`config.mk`:
```
export PLATFORM = sky130hd
export DESIGN_NAME = dart_game_ctrl_flat
export DESIGN_NICKNAME = d
export VERILOG_FILES = /design/src/rtl/dart_game_ctrl_pkg.sv /design/src/rtl/dart_game_ctrl_if.sv /design/src/rtl/dart_score_lut.sv /design/src/rtl/dart_game_ctrl.sv /design/src/flat_wrapper.sv
export SDC_FILE = /design/constraint.sdc
export NUM_CORES = 1
export LEC_CHECK = 0
export ABC_AREA = 1
export CAP_MARGIN = 40
export CORE_MARGIN = 2
export CORE_UTILIZATION = 30
export DETAILED_ROUTE_END_ITERATION = 8
export SLEW_MARGIN = 10
export SYNTH_ARGS = -nofsm -noshare
export SYNTH_HDL_FRONTEND = slang
export SYNTH_SLANG_ARGS = --single-unit
export TNS_END_PERCENT = 30
```
`constraint.sdc`:
```
create_clock -name clk -period 7.3 [get_ports clk]
set_input_delay 1.46 -clock clk [delete_from_list [all_inputs] [get_ports clk]]
set_output_delay 1.46 -clock clk [all_outputs]
set_load 0.02 [all_outputs]
```
`src/rtl/dart_game_ctrl_pkg.sv`:
```
// Shared types and constants for the 301 dart scoring engine: controller states,
// ring radius-squared thresholds, ring classes and the octant sector values.
package dart_game_pkg;

  typedef enum logic [2:0] {
    StIdle,
    StScore,
    StUpdate,
    StGap,
    StOver
  } state_e;

  typedef enum logic [2:0] {
    RingMiss,
    RingSingle,
    RingDouble,
    RingTriple,
    RingBull25,
    RingBull50
  } ring_e;

  // Ring boundaries expressed as squared distance from the board centre
  localparam logic [16:0] R2Bull50   = 17'd1;
  localparam logic [16:0] R2Bull25   = 17'd4;
  localparam logic [16:0] R2TripleLo = 17'd36;
  localparam logic [16:0] R2TripleHi = 17'd49;
  localparam logic [16:0] R2DoubleLo = 17'd144;
  localparam logic [16:0] R2DoubleHi = 17'd169;

  function automatic logic [4:0] sector_value(input logic [2:0] octant);
    logic [4:0] value;
    value = 5'd0;
    unique case (octant)
      3'd0: value = 5'd20;
      3'd1: value = 5'd1;
      3'd2: value = 5'd6;
      3'd3: value = 5'd3;
      3'd4: value = 5'd19;
      3'd5: value = 5'd11;
      3'd6: value = 5'd14;
      3'd7: value = 5'd5;
      default: value = 5'd0;
    endcase
    return value;
  endfunction

endpackage

```
`src/rtl/dart_game_ctrl_if.sv`:
```
// Dart source <-> scoring engine bundle: hit coordinate in, pulses/points/flags out.
interface dart_game_ctrl_if;

  logic       dart_come_i;
  logic [7:0] dart_position_x_i;
  logic [7:0] dart_position_y_i;
  logic       game_set_o;
  logic       player_1_done_o;
  logic       player_2_done_o;
  logic       player_1_win_o;
  logic       player_2_win_o;
  logic [8:0] player_1_pt_o;
  logic [8:0] player_2_pt_o;

  modport master (
    output dart_come_i, dart_position_x_i, dart_position_y_i,
    input  game_set_o, player_1_done_o, player_2_done_o,
    input  player_1_win_o, player_2_win_o, player_1_pt_o, player_2_pt_o
  );

  modport slave (
    input  dart_come_i, dart_position_x_i, dart_position_y_i,
    output game_set_o, player_1_done_o, player_2_done_o,
    output player_1_win_o, player_2_win_o, player_1_pt_o, player_2_pt_o
  );

endinterface

```
`src/rtl/dart_score_lut.sv`:
```
// Combinational hit-to-points mapping: ring from squared radius, sector from octant.
// The is_double output only exists when DOUBLE_OUT_EN is defined.
module dart_score_lut
  import dart_game_pkg::*;
#(
  parameter int unsigned CX = 14,
  parameter int unsigned CY = 14
) (
  input  logic [7:0] i_x,
  input  logic [7:0] i_y,
`ifdef DOUBLE_OUT_EN
  output logic       o_is_double,
`endif
  output logic [5:0] o_score
);

  logic signed [8:0] w_dx;
  logic signed [8:0] w_dy;
  logic [8:0]        w_adx;
  logic [8:0]        w_ady;
  logic [16:0]       w_d2;
  logic              w_dx_pos;
  logic              w_dy_pos;
  logic [1:0]        w_quad;
  logic              w_even;
  logic [5:0]        w_base;
  ring_e             w_ring;

  // y grows downwards on the board, so dy is flipped
  assign w_dx  = $signed({1'b0, i_x}) - $signed(9'(CX));
  assign w_dy  = $signed(9'(CY)) - $signed({1'b0, i_y});
  assign w_adx = w_dx[8] ? 9'(-w_dx) : 9'(w_dx);
  assign w_ady = w_dy[8] ? 9'(-w_dy) : 9'(w_dy);
  assign w_d2  = 17'(w_adx) * 17'(w_adx) + 17'(w_ady) * 17'(w_ady);

  assign w_dx_pos = !w_dx[8] && (w_dx != 9'sd0);
  assign w_dy_pos = !w_dy[8] && (w_dy != 9'sd0);

  always_comb begin
    w_quad = 2'd3;
    if (!w_dx[8] && w_dy_pos) begin
      w_quad = 2'd0;
    end else if (w_dx_pos && !w_dy_pos) begin
      w_quad = 2'd1;
    end else if (!w_dx_pos && w_dy[8]) begin
      w_quad = 2'd2;
    end
  end

  // Even octant of a quadrant is the half nearer its leading axis
  assign w_even = w_quad[0] ? (w_adx > w_ady) : (w_ady > w_adx);
  assign w_base = {1'b0, sector_value({w_quad, !w_even})};

  always_comb begin
    w_ring = RingSingle;
    if (w_d2 <= R2Bull50) begin
      w_ring = RingBull50;
    end else if (w_d2 <= R2Bull25) begin
      w_ring = RingBull25;
    end else if (w_d2 > R2DoubleHi) begin
      w_ring = RingMiss;
    end else if (w_d2 >= R2TripleLo && w_d2 <= R2TripleHi) begin
      w_ring = RingTriple;
    end else if (w_d2 >= R2DoubleLo) begin
      w_ring = RingDouble;
    end
  end

  always_comb begin
    o_score = 6'd0;
    unique case (w_ring)
      RingBull50: o_score = 6'd50;
      RingBull25: o_score = 6'd25;
      RingMiss:   o_score = 6'd0;
      RingSingle: o_score = w_base;
      RingDouble: o_score = 6'(w_base << 1);
      RingTriple: o_score = 6'(w_base << 1) + w_base;
      default:    o_score = 6'd0;
    endcase
  end

`ifdef DOUBLE_OUT_EN
  assign o_is_double = (w_ring == RingDouble) || (w_ring == RingBull50);
`endif

endmodule

```
`src/rtl/dart_game_ctrl.sv`:
```
// Two-player 301 scoring and turn controller. Defining DOUBLE_OUT_EN requires a
// double or 50-bull to finish; otherwise any exact zero wins.
module dart_game_ctrl
  import dart_game_pkg::*;
#(
  parameter int unsigned START_PT = 301,
  parameter int unsigned CX       = 14,
  parameter int unsigned CY       = 14,
  parameter int unsigned DART_GAP = 2
) (
  input logic             clk,
  input logic             reset,
  dart_game_ctrl_if.slave bus
);

  state_e      r_state;
  logic [7:0]  r_x;
  logic [7:0]  r_y;
  logic [5:0]  r_score;
  logic [8:0]  r_pt1;
  logic [8:0]  r_pt2;
  logic [8:0]  r_snap;
  logic        r_player;
  logic [1:0]  r_cnt;
  logic [3:0]  r_gap;
  logic        r_done1;
  logic        r_done2;
  logic        r_win1;
  logic        r_win2;
  logic        r_set;

  logic [5:0]        w_score;
  logic [8:0]        w_act_pt;
  logic [8:0]        w_oth_pt;
  logic [8:0]        w_next_pt;
  logic signed [9:0] w_rem;
  logic              w_win;
  logic              w_bust;
  logic              w_switch;

`ifdef DOUBLE_OUT_EN
  logic w_dbl;
  logic r_dbl;

  dart_score_lut #(
    .CX(CX),
    .CY(CY)
  ) u_lut (
    .i_x        (r_x),
    .i_y        (r_y),
    .o_is_double(w_dbl),
    .o_score    (w_score)
  );

  assign w_win  = (w_rem == 10'sd0) && r_dbl;
  assign w_bust = (w_rem < 10'sd0) || (w_rem == 10'sd1) || ((w_rem == 10'sd0) && !r_dbl);
`else
  dart_score_lut #(
    .CX(CX),
    .CY(CY)
  ) u_lut (
    .i_x    (r_x),
    .i_y    (r_y),
    .o_score(w_score)
  );

  assign w_win  = (w_rem == 10'sd0);
  assign w_bust = (w_rem < 10'sd0);
`endif

  assign w_act_pt = r_player ? r_pt2 : r_pt1;
  assign w_oth_pt = r_player ? r_pt1 : r_pt2;
  assign w_rem    = $signed({1'b0, w_act_pt}) - $signed({4'b0, r_score});

  always_comb begin
    w_next_pt = w_rem[8:0];
    w_switch  = (r_cnt == 2'd2);
    if (w_win) begin
      w_next_pt = 9'd0;
      w_switch  = 1'b0;
    end else if (w_bust) begin
      w_next_pt = r_snap;
      w_switch  = 1'b1;
    end
  end

  always_ff @(posedge clk) begin
    if (reset) begin
      r_state  <= StIdle;
      r_x      <= 8'd0;
      r_y      <= 8'd0;
      r_score  <= 6'd0;
      r_pt1    <= 9'(START_PT);
      r_pt2    <= 9'(START_PT);
      r_snap   <= 9'(START_PT);
      r_player <= 1'b0;
      r_cnt    <= 2'd0;
      r_gap    <= 4'd0;
      r_done1  <= 1'b0;
      r_done2  <= 1'b0;
      r_win1   <= 1'b0;
      r_win2   <= 1'b0;
      r_set    <= 1'b0;
`ifdef DOUBLE_OUT_EN
      r_dbl    <= 1'b0;
`endif
    end else begin
      r_done1 <= 1'b0;
      r_done2 <= 1'b0;
      unique case (r_state)
        StIdle: begin
          if (bus.dart_come_i) begin
            r_x     <= bus.dart_position_x_i;
            r_y     <= bus.dart_position_y_i;
            r_state <= StScore;
          end
        end
        StScore: begin
          r_score <= w_score;
`ifdef DOUBLE_OUT_EN
          r_dbl   <= w_dbl;
`endif
          r_state <= StUpdate;
        end
        StUpdate: begin
          r_done1 <= !r_player;
          r_done2 <= r_player;
          if (r_player) r_pt2 <= w_next_pt;
          else          r_pt1 <= w_next_pt;
          r_gap <= 4'd0;
          if (w_win) begin
            if (r_player) r_win2 <= 1'b1;
            else          r_win1 <= 1'b1;
            r_set   <= 1'b1;
            r_state <= StOver;
          end else begin
            r_state <= StGap;
            // The incoming player's current points become its bust fallback
            if (w_switch) begin
              r_player <= !r_player;
              r_cnt    <= 2'd0;
              r_snap   <= w_oth_pt;
            end else begin
              r_cnt <= r_cnt + 2'd1;
            end
          end
        end
        StGap: begin
          if (r_gap == 4'(DART_GAP - 1)) r_state <= StIdle;
          else                           r_gap   <= r_gap + 4'd1;
        end
        StOver: begin
          r_state <= StOver;
        end
        default: r_state <= StIdle;
      endcase
    end
  end

  assign bus.game_set_o      = r_set;
  assign bus.player_1_done_o = r_done1;
  assign bus.player_2_done_o = r_done2;
  assign bus.player_1_win_o  = r_win1;
  assign bus.player_2_win_o  = r_win2;
  assign bus.player_1_pt_o   = r_pt1;
  assign bus.player_2_pt_o   = r_pt2;

endmodule

```
`src/flat_wrapper.sv`:
```
// flat-port wrapper written by rule: the top's interface ports become plain ports
module dart_game_ctrl_flat import dart_game_pkg::*;
#(
  parameter int unsigned START_PT = 301,
  parameter int unsigned CX       = 14,
  parameter int unsigned CY       = 14,
  parameter int unsigned DART_GAP = 2
)
  (clk, reset, bus_dart_come_i, bus_dart_position_x_i, bus_dart_position_y_i, bus_game_set_o, bus_player_1_done_o, bus_player_2_done_o, bus_player_1_win_o, bus_player_2_win_o, bus_player_1_pt_o, bus_player_2_pt_o);
  dart_game_ctrl_if bus_i ();
  input logic clk;
  input logic reset;
  input wire logic [$bits(bus_i.dart_come_i)-1:0] bus_dart_come_i;
  input wire logic [$bits(bus_i.dart_position_x_i)-1:0] bus_dart_position_x_i;
  input wire logic [$bits(bus_i.dart_position_y_i)-1:0] bus_dart_position_y_i;
  output wire logic [$bits(bus_i.game_set_o)-1:0] bus_game_set_o;
  output wire logic [$bits(bus_i.player_1_done_o)-1:0] bus_player_1_done_o;
  output wire logic [$bits(bus_i.player_2_done_o)-1:0] bus_player_2_done_o;
  output wire logic [$bits(bus_i.player_1_win_o)-1:0] bus_player_1_win_o;
  output wire logic [$bits(bus_i.player_2_win_o)-1:0] bus_player_2_win_o;
  output wire logic [$bits(bus_i.player_1_pt_o)-1:0] bus_player_1_pt_o;
  output wire logic [$bits(bus_i.player_2_pt_o)-1:0] bus_player_2_pt_o;
  assign bus_i.dart_come_i = bus_dart_come_i;
  assign bus_i.dart_position_x_i = bus_dart_position_x_i;
  assign bus_i.dart_position_y_i = bus_dart_position_y_i;
  assign bus_game_set_o = bus_i.game_set_o;
  assign bus_player_1_done_o = bus_i.player_1_done_o;
  assign bus_player_2_done_o = bus_i.player_2_done_o;
  assign bus_player_1_win_o = bus_i.player_1_win_o;
  assign bus_player_2_win_o = bus_i.player_2_win_o;
  assign bus_player_1_pt_o = bus_i.player_1_pt_o;
  assign bus_player_2_pt_o = bus_i.player_2_pt_o;
  dart_game_ctrl #(.START_PT(START_PT), .CX(CX), .CY(CY), .DART_GAP(DART_GAP)) u_core (.clk(clk), .reset(reset), .bus(bus_i));
endmodule
```
==> results of run 1 <==
-- synthesized netlist by cell type, types with 7 or more instances --
library cell  number
inv_1            257
nand2_1          216
nor2_1           112
fa_1              96
ha_1              86
a21oi_1           65
dfxtp_1           64
nand3_1           58
o21ai_0           56
nand4_1           18
clkbuf_1          17
xnor2_1           14
xor2_1            14
nor3_1            12
inv_2             11
nand2_2           10
o211ai_1          10
nor2_2             7
-- per-layer routing --
layer / wire [um] / track usage [%] / vias up
li1: - / - / 3948
met1: 10200 / 19.3 / 3677
met2: 10300 / 23.8 / 107
met3: 573 / 2.15 / 23
met4: 376 / 3.43 / 0
met5: 0 / 0 / -
-- area by class of cell --
class,instances,area [sq um]
flip-flops and latches,64,1290
clock inverters,4,76.3
inverters,272,1020
repair buffers,119,1070
clock buffers,12,256
multi-input cells,859,6950
fillers,2940,17300
well taps,384,480
-- worst reg2reg max path: cells and delay by family (launching register included) --
kind	cells	cell delay (ns)
adder cells (fa/ha/maj)	8	3.54
AND/OR/NAND/NOR	21	2.19
buffers and inverters	9	0.49
flip-flops	1	0.40
AO/OA/AOI/OAI	3	0.37
-- state kept, by name, indices dropped and copies added (netlist names) --
name / count
u_core.bus.game_set_o: 1
u_core.bus.player_1_done_o: 1
u_core.bus.player_1_pt_o: 9
u_core.bus.player_1_win_o: 1
u_core.bus.player_2_done_o: 1
u_core.bus.player_2_pt_o: 9
u_core.bus.player_2_win_o: 1
u_core.r_cnt: 2
u_core.r_gap: 4
u_core.r_player: 1
u_core.r_score: 6
u_core.r_snap: 9
u_core.r_state: 3
u_core.r_x: 8
u_core.r_y: 8
-- kinds of logic (layout without fill, tap and decap cells) --
family / after synthesis / after routing / synth area share (%)
buffers and inverters: 292 / 407 / 12.9
other: 2 / 24 / 0.0871
multiplexers: 6 / 6 / 0.697
AND/OR/NAND/NOR: 463 / 463 / 23.8
flip-flops: 64 / 64 / 14.9
adder cells (fa/ha/maj): 182 / 182 / 34.8
AO/OA/AOI/OAI: 156 / 156 / 10.1
XOR/XNOR: 28 / 28 / 2.84
-- worst min-delay path by stage --
| stage | from | to | slack (ns) | depth (start not counted) |
|---|---|---|---|---|
| 6_report | u_core.bus.game_set_o | u_core.bus.game_set_o | 0.45 | 2 |
| 3_5_place_dp | u_core.bus.game_set_o | u_core.bus.game_set_o | 0.45 | 2 |
| 5_1_grt | u_core.r_score[3] | u_core.r_score[3] | 0.49 | 2 |
| 3_3_place_gp | u_core.bus.game_set_o | u_core.bus.game_set_o | 0.44 | 2 |
| 2_1_floorplan | u_core.r_snap[0] | u_core.r_snap[0] | 0.44 | 2 |
| 4_1_cts | u_core.bus.game_set_o | u_core.bus.game_set_o | 0.46 | 2 |
-- through the flow --
stage          instance area (sq um)  setup TNS (ns)  utilization [%]  setup slack, ns
2_1_floorplan                   8710               0                -           0.0668
3_3_place_gp                   10000          -0.162             35.1          -0.0676
3_5_place_dp                   10000           -1.36             35.3           -0.260
4_1_cts                        10500               0             36.9          0.00504
5_1_grt                        11100          -0.715             39.2           -0.142
6_report                       11100               0             39.2            0.219
-- repair_timing --
item / 4_1_cts / 5_1_grt
pin swaps: 7 / 74
hold endpoints to repair: 0 / 0
buffers inserted: 2 / 10
endpoints found under the setup margin: 6 / 6
gates resized for setup: 20 / 163
==> summary.md, run 1 <==
| Metric | Value |
|---|---|
| Outcome | `finished clean` |
| WL/cell | `12.5 um` |
| FF-to-FF End | `u_core.r_score[3]` |
| Core Region | `0.0285 sq mm` |
| RSZ-0062 raised after global routing | `true` |
| Post-DR vias/cell | `4.52` |
| Most common cell after layout, fill and taps aside | `inv_1` |
| CTS tree | `built` |
| Rows | `62` |
| Depth of the worst register-to-register path | `41` |
| Initial core utilization | `30.3%` |
| Overall routing resource usage | `14.2%` |
| Final WL | `21,400 um` |
| H-Tree Depth | `3` |
| Post-synth top flop | `dfxtp_1` |
| Fin Hold WS | `0.454 ns` |
| Synth async-reset ratio | `0%` |
| Critical path's slowest cell | `fa_1` |
| R2R Setup Slk | `0.22 ns` |
| Synth area leader | `fa_1` |
| Critical Path Most Common Cell | `inv_2` |
| Final Non-Filler Cells | `1,714` |
| F_max | `0.141 GHz` |
| Die area | `0.0301 sq mm` |
| Syn_area_per_cell | `7.23 sq um` |
| Area contributors post-synth | `fa_1 (22%), dfxtp_1 (15%), ha_1 (12%), inv_1 (11%), nand2_1 (9.4%)` |
| Worst R2R Start | `u_core.r_y[1]` |
| WP data arrival | `7.35 ns` |
| Die H | `174 um` |
| Clock Skews | `0.00699 ns` |
| Final Max Slew Viols | `0` |
| Placed insts | `1,686` |
| Detail Route Antenna Nets | `0` |
| Reported max-cap violation count | `0` |
| Total Nets Final | `1,526` |
| Worst slew pin tran | `0.796 ns` |
| Antenna diodes | `0` |
| GRT overflow | `0` |
| Number of global-route vias before repair | `7,584` |
| Initial antenna violation count | `0` |
| Critical Path Source Type | `register` |
| Port Buffers | `41` |
| CP Max Fanout | `5` |
| Initial DRT Pass Iterations | `7` |
| Initial drt markers | `366` |
| Synth unique cells | `45` |
| Hold Crit Class | `reg -> reg` |
| Hold Violations, Final | `0` |
| Clock Sink Count | `64` |
| Top-area cell type share of the netlist area | `22.3%` |
| Setup Viol. Count Final | `0` |
| # IOs | `42` |
| Post-synth EDFFs | `0` |
| Gate Count Post-Synth | `1,193` |
| Setup crit end kind | `register` |
| Synthesis Warnings | `0` |
| Final period util | `97.0%` |
| Slew Limit Headroom | `46.7%` |
| #FFs+latches synth | `64` |
| Final Critical Period | `7.08 ns` |
| Top Family by Delay on Critical Path | `adder cells` |
| Worst-case clock buffer depth | `2` |
| Largest net degree at the start of global routing | `30` |
| Critical path origin | `u_core.r_y[1]` |
| Sequential area share after synthesis | `14.9%` |
| Layout cells sized above 1 | `20.7%` |
| Final Wtd Congestion | `0.864` |
| CP Capture Point | `u_core.r_score[3]` |
| Worst-Skew Late Latency | `0.35 ns` |
| DP HPWL | `17,500 um` |
| Die extent in x | `174 um` |
| First-pass GRT wire length | `35,500 um` |
| Reg clk slew, reported paths | `0.05 ns` |
| Critical path depth in cells | `41` |
| Hold buffer count at cts | `0` |
| Area grow syn2layout | `29.3%` |
| Crit Path Category | `reg -> reg` |
| Most frequent cells in the layout | `inv_1 (237), nand2_1 (189), fa_1 (90)` |
| CP max stage delay | `0.53 ns` |
| CTS buffer count | `9` |
| Total number of vias | `7,755` |
| Root buf cell | `clkbuf_16` |
| Worst Path Required | `7.57 ns` |
| WP buf/inv | `9` |
| Cell Area, Synth | `0.00862 sq mm` |
| Drt drc | `0` |
Power of run 1 is not shown: default switching activity piles up to over one toggle a cycle in this logic, so the estimate is an artifact.
==> run 2, diff against run 1 <==
--- a/config.mk
+++ b/config.mk
@@ -8,8 +8,9 @@
 export ABC_AREA = 1
 export CAP_MARGIN = 40
 export CORE_MARGIN = 2
-export CORE_UTILIZATION = 30
+export CORE_UTILIZATION = 25
 export DETAILED_ROUTE_END_ITERATION = 8
+export PLACE_DENSITY = 0.42
 export SLEW_MARGIN = 10
 export SYNTH_ARGS = -nofsm -noshare
 export SYNTH_HDL_FRONTEND = slang
==> summary.md, run 2 (synthesized netlist as in run 1, its figures left out) <==
| Metric | Value |
|---|---|
| Initial core utilization | `25.1% (-5.1 points)` |
| WL/cell | `12.7 um (+1.9%)` |
| Multi-input gate area | `0.00692 sq mm (-0.56%)` |
| Die area | `0.0360 sq mm (+20%)` |
| Reported max-cap violation count | `0 (unchanged)` |
| Initial DRT Pass Iterations | `4 (-3)` |
| First-pass GRT wire length | `38,100 um (+7.2%)` |
| Most frequent cells in the layout | `inv_1 (242), nand2_1 (189), buf_4 (101)` |
| CTS buffer count | `9 (unchanged)` |
| Layout cells sized above 1 | `21.1% (+0.43 points)` |
| Initial antenna violation count | `0 (unchanged)` |
| DP HPWL | `19,400 um (+11%)` |
| WP data arrival | `7.33 ns (-0.02 ns)` |
| Hold Crit Class | `reg -> reg` |
| Total Nets Final | `1,556 (+2.0%)` |
| Area grow syn2layout | `32.0%` |
| Largest net degree at the start of global routing | `29 (-3.3%)` |
| Worst-Skew Late Latency | `0.34 ns (about the same)` |
| Crit Path Category | `reg -> reg` |
| Worst-case clock buffer depth | `2 (unchanged)` |
| Drt drc | `0 (unchanged)` |
| Outcome | `finished clean` |
| Final WL | `23,100 um (+8.0%)` |
| Total number of vias | `7,655 (-1.3%)` |
| H-Tree Depth | `3 (unchanged)` |
| Initial drt markers | `275 (-25%)` |
| Setup crit end kind | `register` |
| Detail Route Antenna Nets | `0 (unchanged)` |
| Clock Skews | `0.00871 ns (+0.00171 ns)` |
| Final Util | `33.2% (-6.0 points)` |
| Final Max Slew Viols | `0 (unchanged)` |
| Slew Limit Headroom | `50.1% (+3.4 points)` |
| Final Critical Period | `7.13 ns (+0.0441 ns)` |
| Final Wtd Congestion | `0.791 (-8.5%)` |
| Die H | `190 um (+9.3%)` |
| Critical path's slowest cell | `fa_1` |
| Reg clk slew, reported paths | `0.06 ns (about the same)` |
| Port Buffers | `41 (unchanged)` |
| Hold buffer count at cts | `0 (unchanged)` |
| Rows | `68 (+9.7%)` |
| RSZ-0062 raised after global routing | `true` |
| Hold Violations, Final | `0 (unchanged)` |
| Fill count | `3,693 (+26%)` |
| Worst Path Required | `7.51 ns (-0.06 ns)` |
| Overall routing resource usage | `13.1% (-1.1 points)` |
| Clock Sink Count | `64 (unchanged)` |
| # IOs | `42 (unchanged)` |
| CTS tree | `built` |
| Final period util | `97.6% (+0.60 points)` |
| Setup Viol. Count Final | `0 (unchanged)` |
| GRT overflow | `0 (unchanged)` |
| Post-DR vias/cell | `4.22 (-6.8%)` |
| CP Max Fanout | `6 (+1)` |
| Critical Path Source Type | `register` |
| FF/Latch Area | `0.00129 sq mm (unchanged)` |
| Die extent in x | `190 um (+9.3%)` |
| Fin Hold WS | `0.455 ns (+0.00150 ns)` |
| Root buf cell | `clkbuf_16` |
| Core Region | `0.0343 sq mm (+20%)` |
| F_max | `0.140 GHz (-0.62%)` |
| Worst slew pin tran | `0.746 ns (-0.0501 ns)` |
| Most common cell after layout, fill and taps aside | `inv_1` |
| CP max stage delay | `0.57 ns (+0.04 ns)` |
| Number of global-route vias before repair | `7,686 (+1.3%)` |
[run 2: cell count changes in the layout (fill, tap and decap cells not counted), moves of 2 or more]
cell and delta:
buf_4 +34, inv_2 -6, buf_6 -3, ha_2 -2, nor2_4 +2, nor2_2 -10
nor2_1 +8, inv_1 +5
[run 2: repair_timing]
action | CTS | global route
pin swaps | 10 | 75
gates resized for setup | 29 | 133
cloned | 0 | 0
setup endpoints to repair | 6 | 6
setup buffers | 7 | 8
[run 2: layout make-up]
type                    count  share of cell area (%)
clock inverters             5                   0.704
flip-flops and latches     64                    11.3
clock buffers              11                    2.13
repair buffers            149                    11.0
diodes                      1                  0.0220
multi-input cells         859                    60.8
inverters                 272                    8.99
well taps                 455                    5.00
[run 2: routing by layer]
layer	up-vias	wire (um)	GRT usage, %
li1	4003	-	-
met1	3574	11700	18.6
met5	-	0	0
met2	70	10800	21.7
met3	8	521	1.40
met4	0	125	2.53
[run 2: path summary, 6_finish.rpt]
check                             start                    end  slack, ns  cells past startpoint
hold reg to reg   u_core.bus.game_set_o  u_core.bus.game_set_o       0.46                      2
setup / recovery          u_core.r_y[1]      u_core.r_score[3]       0.17                     37
setup reg to reg          u_core.r_y[1]      u_core.r_score[3]       0.17                     37
hold / removal    u_core.bus.game_set_o  u_core.bus.game_set_o       0.46                      2
[run 2: critical path, delay by kind of cell (launching register included)]
kind / cells / cell delay, ns
adders and majority gates: 8 / 3.37
DFF: 1 / 0.42
AOI/OAI and AO/OA: 2 / 0.18
xor gates and xnor gates: 1 / 0.15
and+or+nand+nor: 16 / 1.87
buffers and inverters: 10 / 1.02
[run 2: per-stage QoR]
step                      worst slack [ns]  TNS, ns  area (sq um)  instances
after floorplan                     0.0668        0          8710       1215
after global placement              -0.296    -1.32         10300       1781
after detailed placement            -0.298    -1.51         10300       1784
after CTS                          0.00745        0         10800       1807
after global routing                -0.203    -1.06         11400       1815
final                                0.174        0         11400       1816
Power of run 2 is left out for the same reason.
==> run 3, diff against run 2 <==
--- a/config.mk
+++ b/config.mk
@@ -10,7 +10,7 @@
 export CORE_MARGIN = 2
 export CORE_UTILIZATION = 25
 export DETAILED_ROUTE_END_ITERATION = 8
-export PLACE_DENSITY = 0.42
+export PLACE_DENSITY = 0.41
 export SLEW_MARGIN = 10
 export SYNTH_ARGS = -nofsm -noshare
 export SYNTH_HDL_FRONTEND = slang
==> constraint.sdc (replaced) <==
create_clock -name clk -period 8.45 [get_ports clk]
set_input_delay 1.69 -clock clk [delete_from_list [all_inputs] [get_ports clk]]
set_output_delay 1.69 -clock clk [all_outputs]
set_load 0.02 [all_outputs]
==> summary.md, run 3 (synthesized netlist as in run 1, its figures left out) <==
| Metric | Value |
|---|---|
| Final Wtd Congestion | `0.815 (+3.0%)` |
| Met3 Routed Length | `417 um (-20%)` |
| Antenna diodes | `0 (-1)` |
| Overall routing resource usage | `12.8% (-0.32 points)` |
| Critical path's slowest cell | `fa_1` |
| Total number of vias | `7,280 (-4.9%)` |
| # IOs | `42 (unchanged)` |
| Drt drc | `0 (unchanged)` |
| Rows | `68 (unchanged)` |
| Worst Path Required | `8.66 ns (+1.15 ns)` |
| Die area | `0.0360 sq mm (unchanged)` |
| Worst-Skew Late Latency | `0.34 ns (about the same)` |
| Outcome | `finished clean` |
| Largest net degree at the start of global routing | `42 (+45%)` |
| CP max stage delay | `0.54 ns (-0.03 ns)` |
| Clock Skews | `0.00989 ns (+0.00118 ns)` |
| Hold Path Stages | `1 (-1)` |
| Depth of the worst register-to-register path | `39 (+5.4%)` |
| Worst R2R Start | `u_core.r_y[0]` |
| Clock Sink Count | `64 (unchanged)` |
| RSZ-0062 raised after global routing | `false` |
| Worst slew pin tran | `0.780 ns (+0.0342 ns)` |
| Final Non-Filler Cells | `1,721 (-5.2%)` |
| Reported max-cap violation count | `0 (unchanged)` |
| Die extent in x | `190 um (unchanged)` |
| Max Used Layer | `met4` |
| Most frequent cells in the layout | `inv_1 (257), nand2_1 (216), nor2_1 (112)` |
| Reg clk slew, reported paths | `0.06 ns (about the same)` |
| Initial antenna violation count | `0 (unchanged)` |
| Detail Route Antenna Nets | `0 (unchanged)` |
| Most common cell after layout, fill and taps aside | `inv_1` |
| Die H | `190 um (unchanged)` |
| F_max | `0.128 GHz (-8.6%)` |
| Final WL | `22,100 um (-4.3%)` |
| WL/cell | `12.9 um (+1.0%)` |
| Core Region | `0.0343 sq mm (unchanged)` |
| CTS tree | `built` |
| Layout cells sized above 1 | `6.00% (-15 points)` |
| GRT overflow | `0 (unchanged)` |
| Crit Path Category | `reg -> reg` |
| Number of global-route vias before repair | `7,238 (-5.8%)` |
| Setup crit end kind | `register` |
| Critical Path Most Common Cell | `inv_1` |
| Post-cts sizing count | `0 (-100%)` |
| Final Critical Period | `7.79 ns (+0.668 ns)` |
| Slew Limit Headroom | `47.8% (-2.3 points)` |
| Fin Hold WS | `0.462 ns (+0.00629 ns)` |
| H-Tree Depth | `3 (unchanged)` |
| Hold buffer count at cts | `0 (unchanged)` |
| WP data arrival | `8.00 ns (+0.67 ns)` |
| Min-delay src | `u_core.bus.player_2_win_o` |
| DP HPWL | `18,800 um (-2.8%)` |
| Total Nets Final | `1,462 (-6.0%)` |
| Critical path origin | `u_core.r_y[0]` |
| Area grow syn2layout | `16.2%` |
| Initial drt markers | `330 (+20%)` |
| Final Max Slew Viols | `0 (unchanged)` |
| Root buf cell | `clkbuf_16` |
| CTS buffer count | `9 (unchanged)` |
| Hold Violations, Final | `0 (unchanged)` |
| Critical Path Source Type | `register` |
| M1 WL | `11,900 um (+1.3%)` |
| Port Buffers | `41 (unchanged)` |
| CP Max Fanout | `8 (+2)` |
| Final period util | `92.2% (-5.4 points)` |
| Initial DRT Pass Iterations | `7 (+3)` |
| Hold Crit Class | `reg -> reg` |
| Final Util | `29.2% (-4.0 points)` |
| Placed insts | `1,705 (-4.4%)` |
| First-pass GRT wire length | `36,700 um (-3.6%)` |
| Routed length on met2 | `9700 um (-10%)` |
| Post-CTS setup buffer count | `0 (-7)` |
| Setup tns final | `0 ns (unchanged)` |
| Post-DR vias/cell | `4.23 (+0.35%)` |
| Worst-case clock buffer depth | `2 (unchanged)` |
| Setup Viol. Count Final | `0 (unchanged)` |
| Initial core utilization | `25.1% (unchanged)` |
run 3: metal layers:
| metal | vias to the layer above | GRT usage [%] |
|---|---|---|
| met4 | 0 | 2.15 |
| met3 | 11 | 1.66 |
| met5 | - | 0 |
| met2 | 62 | 20.2 |
| li1 | 3820 | - |
| met1 | 3387 | 18.9 |
run 3: worst max-delay path, delay by kind of cell (launching register included):
kind,cells,cell delay (ns)
adders and majority gates,8,3.68
buffers and inverters,9,0.74
DFF,1,0.44
AOI/OAI and AO/OA,2,0.19
and+or+nand+nor,19,2.46
xor gates and xnor gates,1,0.13
run 3: final cells by class:
class,instances,area [sq um]
Clock inverter,5,56.3
Sequential cell,64,1280
Fill cell,3819,24300
Tap cell,455,569
Clock buffer,11,243
Multi-Input combinational cell,859,6310
Timing Repair Buffer,55,536
Inverter,272,1020
run 3: worst paths after layout:
kind	to	slack, ns
worst max-delay path	u_core.r_score[3]	0.66
worst min-delay path	u_core.bus.player_2_win_o	0.46
worst max register to register	u_core.r_score[3]	0.66
worst min register to register	u_core.bus.player_2_win_o	0.46
run 3: per-stage QoR:
step | instance area (sq um) | worst slack, ns
floorplan | 8700 | 1.13
global placement | 9690 | 0.674
detailed placement | 9720 | 0.635
CTS | 10000 | 0.616
global route | 10000 | 0.00732
finish | 10000 | 0.656
Power of run 3 is left out for the same reason.
